==> src/rtl/reg_op_sequencer_if.sv <==
// Command channel of the register-operation sequencer.
// A valid/ready handshake that carries the opcode, the three register
// addresses and the immediate.
interface reg_op_sequencer_if #(
    parameter int N = 8,
    parameter int A = 3
);
    logic         cmd_valid;
    logic         cmd_ready;
    logic [2:0]   cmd_op;
    logic [A-1:0] cmd_rd;
    logic [A-1:0] cmd_rs1;
    logic [A-1:0] cmd_rs2;
    logic [N-1:0] cmd_imm;

    // The command issuer drives the command and watches cmd_ready.
    modport master (
        output cmd_valid,
        output cmd_op,
        output cmd_rd,
        output cmd_rs1,
        output cmd_rs2,
        output cmd_imm,
        input  cmd_ready
    );

    // The sequencer consumes the command and advertises readiness.
    modport slave (
        input  cmd_valid,
        input  cmd_op,
        input  cmd_rd,
        input  cmd_rs1,
        input  cmd_rs2,
        input  cmd_imm,
        output cmd_ready
    );
endinterface

==> src/rtl/reg_op_sequencer.sv <==
// Register-operation sequencer.
// Takes one command at a time and walks it through four states:
// IDLE (accept) -> READ (address the register file) -> EXEC (ALU) ->
// WRITE (write back and pulse done). The register file lives outside
// and is read combinationally. Every output comes straight from a
// register, so nothing combinational reaches a port.
module reg_op_sequencer #(
    parameter int N = 8,
    parameter int A = 3
) (
    input  logic                clk,
    input  logic                rst,
    reg_op_sequencer_if.slave   cmd,
    output logic [A-1:0]        ra1,
    output logic [A-1:0]        ra2,
    input  logic [N-1:0]        rd1,
    input  logic [N-1:0]        rd2,
    output logic [A-1:0]        wa3,
    output logic [N-1:0]        wd3,
    output logic                we3,
    output logic                done,
    output logic [N-1:0]        result,
    output logic                zero,
    output logic                carry
);

    typedef enum logic [1:0] {
        IDLE  = 2'd0,
        READ  = 2'd1,
        EXEC  = 2'd2,
        WRITE = 2'd3
    } state_t;

    localparam logic [2:0] OP_ADD = 3'b000;
    localparam logic [2:0] OP_SUB = 3'b001;
    localparam logic [2:0] OP_AND = 3'b010;
    localparam logic [2:0] OP_OR  = 3'b011;
    localparam logic [2:0] OP_XOR = 3'b100;
    localparam logic [2:0] OP_LDI = 3'b101;
    localparam logic [2:0] OP_SHL = 3'b110;
    localparam logic [2:0] OP_CMP = 3'b111;

    state_t       state_reg;
    logic         ready_reg;

    // Fields latched when a command is accepted
    logic [2:0]   op_reg;
    logic [A-1:0] rd_reg;
    logic [A-1:0] rs1_reg;
    logic [A-1:0] rs2_reg;
    logic [N-1:0] imm_reg;

    // Operands captured at the end of READ. They hold the values from
    // before the write, even when rd names one of the sources.
    logic [N-1:0] op1_reg;
    logic [N-1:0] op2_reg;

    // Result, flags and write-port state
    logic [N-1:0] result_reg;
    logic         zero_reg;
    logic         carry_reg;
    logic [N-1:0] wd3_reg;
    logic         we3_reg;
    logic         done_reg;

    // ALU outputs, sampled only in EXEC
    logic [N:0]   sum_ext;
    logic [N:0]   diff_ext;
    logic [N-1:0] alu_result_next;
    logic         alu_carry_next;
    logic         alu_zero_next;

    // Extended add and subtract. Bit N of the difference is the
    // unsigned borrow, which is set exactly when op1 < op2.
    assign sum_ext  = {1'b0, op1_reg} + {1'b0, op2_reg};
    assign diff_ext = {1'b0, op1_reg} - {1'b0, op2_reg};

    // Combinational ALU: choose result and carry by the latched opcode
    always_comb begin
        alu_result_next = '0;
        alu_carry_next  = 1'b0;
        unique case (op_reg)
            OP_ADD: begin
                alu_result_next = sum_ext[N-1:0];
                alu_carry_next  = sum_ext[N];
            end
            OP_SUB, OP_CMP: begin
                alu_result_next = diff_ext[N-1:0];
                alu_carry_next  = diff_ext[N];
            end
            OP_AND: alu_result_next = op1_reg & op2_reg;
            OP_OR:  alu_result_next = op1_reg | op2_reg;
            OP_XOR: alu_result_next = op1_reg ^ op2_reg;
            OP_LDI: alu_result_next = imm_reg;
            OP_SHL: begin
                alu_result_next = {op1_reg[N-2:0], 1'b0};
                alu_carry_next  = op1_reg[N-1];
            end
            default: begin
                alu_result_next = '0;
                alu_carry_next  = 1'b0;
            end
        endcase
        alu_zero_next = (alu_result_next == '0);
    end

    // Sequencer FSM and all registered outputs. Reset aborts any
    // command in flight, and we3/done fall at once.
    always_ff @(posedge clk or negedge rst) begin
        if (!rst) begin
            state_reg  <= IDLE;
            ready_reg  <= 1'b1;
            op_reg     <= '0;
            rd_reg     <= '0;
            rs1_reg    <= '0;
            rs2_reg    <= '0;
            imm_reg    <= '0;
            op1_reg    <= '0;
            op2_reg    <= '0;
            result_reg <= '0;
            zero_reg   <= 1'b0;
            carry_reg  <= 1'b0;
            wd3_reg    <= '0;
            we3_reg    <= 1'b0;
            done_reg   <= 1'b0;
        end else begin
            unique case (state_reg)
                IDLE: begin
                    if (cmd.cmd_valid && ready_reg) begin
                        op_reg    <= cmd.cmd_op;
                        rd_reg    <= cmd.cmd_rd;
                        rs1_reg   <= cmd.cmd_rs1;
                        rs2_reg   <= cmd.cmd_rs2;
                        imm_reg   <= cmd.cmd_imm;
                        ready_reg <= 1'b0;
                        state_reg <= READ;
                    end
                end
                READ: begin
                    op1_reg   <= rd1;
                    op2_reg   <= rd2;
                    state_reg <= EXEC;
                end
                EXEC: begin
                    result_reg <= alu_result_next;
                    zero_reg   <= alu_zero_next;
                    carry_reg  <= alu_carry_next;
                    wd3_reg    <= alu_result_next;
                    we3_reg    <= (op_reg != OP_CMP);
                    done_reg   <= 1'b1;
                    state_reg  <= WRITE;
                end
                WRITE: begin
                    we3_reg   <= 1'b0;
                    done_reg  <= 1'b0;
                    ready_reg <= 1'b1;
                    state_reg <= IDLE;
                end
                default: begin
                    we3_reg   <= 1'b0;
                    done_reg  <= 1'b0;
                    ready_reg <= 1'b1;
                    state_reg <= IDLE;
                end
            endcase
        end
    end

    assign cmd.cmd_ready = ready_reg;
    assign ra1           = rs1_reg;
    assign ra2           = rs2_reg;
    assign wa3           = rd_reg;
    assign wd3           = wd3_reg;
    assign we3           = we3_reg;
    assign done          = done_reg;
    assign result        = result_reg;
    assign zero          = zero_reg;
    assign carry         = carry_reg;

endmodule

==> src/flat_wrapper.sv <==
// flat-port wrapper written by rule: the top's interface ports become plain ports
module reg_op_sequencer_flat 
#(
    parameter int N = 8,
    parameter int A = 3
)
  (clk, rst, ra1, ra2, rd1, rd2, wa3, wd3, we3, done, result, zero, carry, cmd_cmd_valid, cmd_cmd_op, cmd_cmd_rd, cmd_cmd_rs1, cmd_cmd_rs2, cmd_cmd_imm, cmd_cmd_ready);
  reg_op_sequencer_if #(.N(N), .A(A)) cmd_i ();
  input  logic clk;
  input  logic rst;
  output logic [A-1:0] ra1;
  output logic [A-1:0] ra2;
  input  logic [N-1:0] rd1;
  input  logic [N-1:0] rd2;
  output logic [A-1:0] wa3;
  output logic [N-1:0] wd3;
  output logic we3;
  output logic done;
  output logic [N-1:0] result;
  output logic zero;
  output logic carry;
  input wire logic [$bits(cmd_i.cmd_valid)-1:0] cmd_cmd_valid;
  input wire logic [$bits(cmd_i.cmd_op)-1:0] cmd_cmd_op;
  input wire logic [$bits(cmd_i.cmd_rd)-1:0] cmd_cmd_rd;
  input wire logic [$bits(cmd_i.cmd_rs1)-1:0] cmd_cmd_rs1;
  input wire logic [$bits(cmd_i.cmd_rs2)-1:0] cmd_cmd_rs2;
  input wire logic [$bits(cmd_i.cmd_imm)-1:0] cmd_cmd_imm;
  output wire logic [$bits(cmd_i.cmd_ready)-1:0] cmd_cmd_ready;
  assign cmd_i.cmd_valid = cmd_cmd_valid;
  assign cmd_i.cmd_op = cmd_cmd_op;
  assign cmd_i.cmd_rd = cmd_cmd_rd;
  assign cmd_i.cmd_rs1 = cmd_cmd_rs1;
  assign cmd_i.cmd_rs2 = cmd_cmd_rs2;
  assign cmd_i.cmd_imm = cmd_cmd_imm;
  assign cmd_cmd_ready = cmd_i.cmd_ready;
  reg_op_sequencer #(.N(N), .A(A)) u_core (.clk(clk), .rst(rst), .cmd(cmd_i), .ra1(ra1), .ra2(ra2), .rd1(rd1), .rd2(rd2), .wa3(wa3), .wd3(wd3), .we3(we3), .done(done), .result(result), .zero(zero), .carry(carry));
endmodule
==> config.mk <==
export PLATFORM = sky130hd
export DESIGN_NAME = reg_op_sequencer_flat
export DESIGN_NICKNAME = d
export VERILOG_FILES = /design/src/rtl/reg_op_sequencer_if.sv /design/src/rtl/reg_op_sequencer.sv /design/src/flat_wrapper.sv
export SDC_FILE = /design/constraint.sdc
export NUM_CORES = 1
export LEC_CHECK = 0
export ABC_CLOCK_PERIOD_IN_PS = 2310
export CORE_ASPECT_RATIO = 0.6
export CORE_UTILIZATION = 40
export DETAILED_ROUTE_END_ITERATION = 8
export PLACE_DENSITY_LB_ADDON = 0.3
export SETUP_SLACK_MARGIN = 0.15
export SLEW_MARGIN = 30
export SYNTH_ARGS = -nofsm -noshare
export SYNTH_HDL_FRONTEND = slang
export SYNTH_SLANG_ARGS = --single-unit
==> constraint.sdc <==
create_clock -name clk -period 2.31 [get_ports clk]
set_input_delay 0.693 -clock clk [delete_from_list [all_inputs] [get_ports clk]]
set_output_delay 0.693 -clock clk [all_outputs]
set_load 0.01 [all_outputs]
Yosys cells after proc, flatten, opt, wreduce, memory -nomap -nowiden
Cells that the tools add are included.
{ "totals": {"latch_bits": 0, "ramBits": 0, "rom_bits": 0, "memories": 0, "register_bits": 51} }
{ "op_classes": {"eq_ne": 12, "n_mul": 0, "n_div": 0, "muxes": 8, "add_sub_neg": 2, "order_cmp": 0, "bitwise": 3, "shift": 0, "n_reduce_logical": 9} }
{ "ops": {"columns": ["operator", "n"], "rows": [
  ["$pmux W8 S7", 1],
  ["$eq A3 B3 Y1 const B", 4],
  ["$add A8 B8 Y9", 1],
  ["$sub A8 B8 Y9", 1],
  ["$and A8 B8 Y8", 1],
  ["$logic_not A8 Y1", 1],
  ["$or A8 B8 Y8", 1],
  ["$pmux W2 S4", 1],
  ["$xor A8 B8 Y8", 1],
  ["$eq A3 B2 Y1 const B", 2],
  ["$pmux W1 S2", 3],
  ["$eq A2 B2 Y1 const B", 2],
  ["$reduce_and A2 Y1", 2],
  ["$reduce_bool A2 Y1", 2],
  ["$eq A3 B1 Y1 const B", 1],
  ["$logic_not A3 Y1", 1],
  ["$ne A3 B3 Y1 const B", 1],
  ["$pmux W1 S3", 1],
  ["$eq A2 B1 Y1 const B", 1],
  ["$logic_not A2 Y1", 1],
  ["$mux W2", 1],
  ["$ne A2 B1 Y1 const B", 1],
  ["$reduce_or A2 Y1", 1],
  ["$logic_and A1 B1 Y1", 1],
  ["$mux W1", 1]
]} }

Logic depth before layout (Yosys ltp)
{ "logic_depth": {"word_depth": 4, "mapped_depth": 10, "ltp_nobuf": 10} }

Least setup slack after synthesis
No wires, ideal clock.
{ "synth_timing": {"kind": "reg-to-reg", "startpoint": "reg u_core.op1_reg[3]", "endpoint": "reg u_core.result_reg[7] (netlist: u_core.result[7])", "path_slack_ns": 0.120, "required_time_ns": 2.185, "arrival_time_ns": 2.066, "synth_period_minus_slack_ns": 2.190, "stages_incl_launch_ff": 11, "cell_sequence": "dfrtp_1 > inv_1 > ha_1 > buf_2 > a21o_1 > a21oi_1 > a21oi_1 > o41a_1 > o21ai_1 > o211ai_1 > mux2_2"} }
{ "synth_via": {"elab_chain_len": 2, "word_cells_on_any_way": 3} }
{ "synth_rtl": {"columns": ["item", "line_no", "source"], "rows": [
  ["from (decl)", "reg_op_sequencer.sv:55", "logic [N-1:0] op1_reg;"],
  ["from (signal assigned)", "reg_op_sequencer.sv:140", "op1_reg <= rd1;"],
  ["$sub A8 B8 Y9 / $add A8 B8 Y9 (equally long branches)", "reg_op_sequencer.sv:76, reg_op_sequencer.sv:75", null],
  ["$pmux W8 S7 (*)", "reg_op_sequencer.sv:82", "unique case (op_reg)"],
  ["to (signal assigned)", "reg_op_sequencer.sv:145", "result_reg <= alu_result_next;"],
  ["to (decl)", "reg_op_sequencer.sv:59", "logic [N-1:0] result_reg;"]
]} }
Every way passes the cells marked *; elsewhere a longest branch is shown, timed or not.
A chain may end at the register's enable or synchronous reset.

Final worst setup path
{ "layout_timing": {"startpoint": "reg u_core.op2_reg[0]", "endpoint": "reg u_core.zero_reg (netlist: u_core.zero)"} }
{ "layout_via": {"elab_chain_len": 3, "word_cells_on_any_way": 7} }
{ "layout_rtl": {"columns": ["item", "line_no", "source"], "rows": [
  ["from (decl)", "reg_op_sequencer.sv:56", "logic [N-1:0] op2_reg;"],
  ["from (signal assigned)", "reg_op_sequencer.sv:141", "op2_reg <= rd2;"],
  ["$sub A8 B8 Y9 (tied with other cells)", "reg_op_sequencer.sv:76", "assign diff_ext = {1'b0, op1_reg} - {1'b0, op2_reg};"],
  ["$pmux W8 S7 (*)", "reg_op_sequencer.sv:82", null],
  ["$logic_not A8 Y1 (*)", "reg_op_sequencer.sv:104", "alu_zero_next = (alu_result_next == '0);"],
  ["to (signal assigned)", "reg_op_sequencer.sv:146", "zero_reg <= alu_zero_next;"],
  ["to (decl)", "reg_op_sequencer.sv:60", "logic zero_reg;"]
]} }
Marks and branches as above.

==> summary.md <==
| Metric | Value |
|---|---|
| Main combinational cell family by area after synthesis | `compound AO/OA/AOI/OAI gates` |
| Crit. End Element | `flip-flop` |
| Synth Area in Simple Gates | `12.81%` |
| Status | `finished with violations` |
| Min Tclk post-route | `2347 ps` |
| Max Buffers Root-to-Sink | `2` |
| Number of register bits inferred by synthesis | `51` |
| PwrDens | `1758 mW/mm²` |
| Number of warning messages in the yosys log | `0` |
| Buffers on Ports | `68` |
| Worst-path maximum fanout | `3` |
| Max H-tree Level | `2` |
| Mux share of post-synthesis cell area | `10.30%` |
| Worst vdd ir | `705.0 µV` |
| First-pass GRT wire length | `14510 µm` |
| Power consumption | `8361 µW` |
| Synth top area share | `37.58%` |
| WHS | `336.1 ps` |
| Top cells by area, synth | `dfrtp_1 (38%), ha_1 (11%), mux2_2 (8.8%), o21ai_0 (4.5%), inv_1 (3.4%)` |
| Hpwl dp | `6699 µm` |
| Post-synth EDFFs | `0` |
| Worst Hold Class | `in -> async` |
| Core Area | `0.007976 mm²` |
| Initial antenna violation count | `0` |
| Main flop type after synthesis | `dfrtp_1` |
| Mapped Area | `0.003329 mm²` |
| WP data required | `2510 ps` |
| F_max | `426.2 MHz` |
| Nets | `512` |
| Setup crit start kind | `flip-flop` |
| Antenna diodes | `0` |
| Global-route usage over all layers | `21.47%` |
| Syn nets | `416` |
| Post-synthesis average cell area | `9.595 µm²` |
| CTS Hold Bufs | `0` |
| Post-synthesis sequential area ratio | `38.37%` |
| Setup Slack @ Placement | `-180.3 ps` |
| Reg-to-Reg Start | `u_core.op2_reg[0]` |
| DIE AREA | `0.008704 mm²` |
| FFs w/ async S/R, synth | `100.0%` |
| Placed Cells | `538` |
| Final wirelength | `8901 µm` |
| Largest net degree at the start of global routing | `35` |
| Clk slew on worst S/H paths | `70 ps` |
| GR Overflow Total | `0` |
| Final Slew Violations | `0` |
| Xor and xnor fraction of the mapped netlist area | `1.578%` |
| Distinct cells, synth | `56` |
| Clk_lat worst skew | `300 ps` |
| Fin Clk Skew | `6.003 ps` |
| Failing checks | `negative setup slack` |
| Layout cells sized above 1 | `28.38%` |
| Critical path class | `reg -> reg` |
| Vias per cell | `5.283` |
| Max_cap viols | `0` |
| Clock Sinks | `51` |
| Tightest Pin Transition | `446.4 ps` |
| # rows | `25` |
| DRT antenna net count | `0` |
| R2r endpoint | `u_core.zero` |
| WL/cell | `16.13 µm` |
| Arr. time, crit path | `2550 ps` |
| Die Wd | `119.8 µm` |
| Routability cong. | `0.9029` |
| CTS root buffer | `clkbuf_16` |
| R2r setup slk | `-40 ps` |
| DRT Pass-1 Iters | `4` |
| Lkg Pwr | `0.002063 µW` |
| Worst rel slew slack | `70.24%` |
| Starting Density | `41.74%` |
| Number of remaining DRC errors | `0` |
| Compound-Gate Fraction of Synth Area | `16.80%` |
| DIE HEIGHT | `72.67 µm` |
| Fillers | `716` |
| Cells after synthesis | `347` |
| Iter 0 DRT Violations | `189` |
| Vias in the first global route | `2854` |
| Via count | `2916` |
| Post-synthesis cell type with the largest combined area | `dfrtp_1` |
| Fin. Hold Viols | `0` |
| CTS tree | `done` |
| Post-route setup slack | `-36.57 ps` |
| Finished Layout Cells | `552` |
| Reg2Reg Depth | `10` |
| Inserted Clock Buffers | `5` |
| Final period util | `101.6%` |
| Post-Synth Adder-Cell Area | `11.72%` |
| Area delta synth->final | `42.88%` |
| Ports | `69` |
| Final setup viols | `2` |
| RSZ-0062 raised after global routing | `true` |
layer usage:
metal	share of wire [%]	routed length (µm)	GRT usage, %	up-vias
met3	5.9	524	4.531	3
met4	0.26	23	3.333	0
met1	48	4258	30.69	1428
met5	0	0	0	-
met2	46	4094	34.17	92
li1	-	-	-	1393
where the power goes:
group	switching, µW	total [µW]	internal (µW)
registers	387	1740	1360
logic	2800	5770	2970
clock network	343	854	511
total	3530	8360	4830
cells in the mapped netlist (all sizes together) (2+ instances only):
master and instances:
inv 30, o2bb2ai 2, xor2 2, mux2i 5, o21bai 2, mux2 26
nand2b 5, xnor2 4, a31oi 6, clkbuf 9, nand2 30, o221ai 2
a211oi 3, nor2 17, o22ai 2, nor3b 3, nor3 8, buf 18
nand3 5, ha 28, a221o 3, a21oi 17, dfrtp 50, fa 2
nor2b 7, a2bb2oi 2, nand3b 3, a21o 2, o311ai 2, o21ai 33
worst max path at each step:
stage | start | end | slack [ps] | cells past startpoint
after global placement | u_core.op2_reg[0] | u_core.zero | -60 | 10
final | u_core.op2_reg[0] | u_core.zero | -40 | 10
after detailed placement | u_core.op2_reg[1] | u_core.zero | -180 | 9
after CTS | u_core.op2_reg[0] | u_core.zero | 4 | 9
after floorplan | u_core.op1_reg[4] | u_core.zero | 150 | 10
after global routing | u_core.op2_reg[0] | u_core.zero | -170 | 10
layout make-up:
type	instances	area, µm²	share of cell area [%]
Multi-Input combinational cell	239	1981	41.64
Sequential cell	51	1279	26.88
Timing Repair Buffer	116	1081	22.72
Tap cell	108	135.1	2.841
Clock buffer	5	125.1	2.630
Inverter	30	112.6	2.367
Clock inverter	3	43.79	0.9206
worst max-delay path, cell delays in order (launching register included):
cell	delay, ps
dfrtp_2	450
ha_4	180
fa_2	400
xnor2_2	230
buf_4	140
nor2_2	30
o21ai_1	170
a22oi_2	120
nor2_1	100
nand4b_1	160
o32ai_2	280
what timing repair did:
action                                  CTS  global route
resized for setup                        32            15
pin swaps                                26            11
gates cloned                              0             0
setup buffers                             5             1
endpoints found under the setup margin    6             6
cell usage in the layout (no fill, tap or decap), types with 4 or more instances in the layout:
cell and instances:
nor3_1 6, ha_4 5, nor2_1 16, ha_1 21
inv_2 6, buf_4 43, inv_1 24, o21ai_0 27
nand2b_1 4, nand2_1 29, nand3_1 5, mux2_2 23
clkbuf_16 5, a21oi_1 13, clkdlybuf4s50_1 67, o21ai_1 4
nor2b_1 6, dfrtp_1 49, a31oi_1 6, a21oi_2 4
mux2i_1 5
cell families after synthesis:
family / Yosys count
compound gates: 87
simple gates: 85
buf+inv: 57
flops: 51
mux: 31
fa+ha+maj: 30
xor+xnor: 6
through the flow:
| step | utilization (%) | area (µm²) | setup TNS [ps] |
|---|---|---|---|
| 2_1_floorplan | - | 3346 | 0 |
| 3_3_place_gp | 54.40 | 4339 | -55.32 |
| 3_5_place_dp | 54.40 | 4339 | -215.0 |
| 4_1_cts | 58.92 | 4700 | 0 |
| 5_1_grt | 59.64 | 4757 | -296.6 |
| 6_report | 59.64 | 4757 | -67.73 |
(Power assumes the default switching activity.)
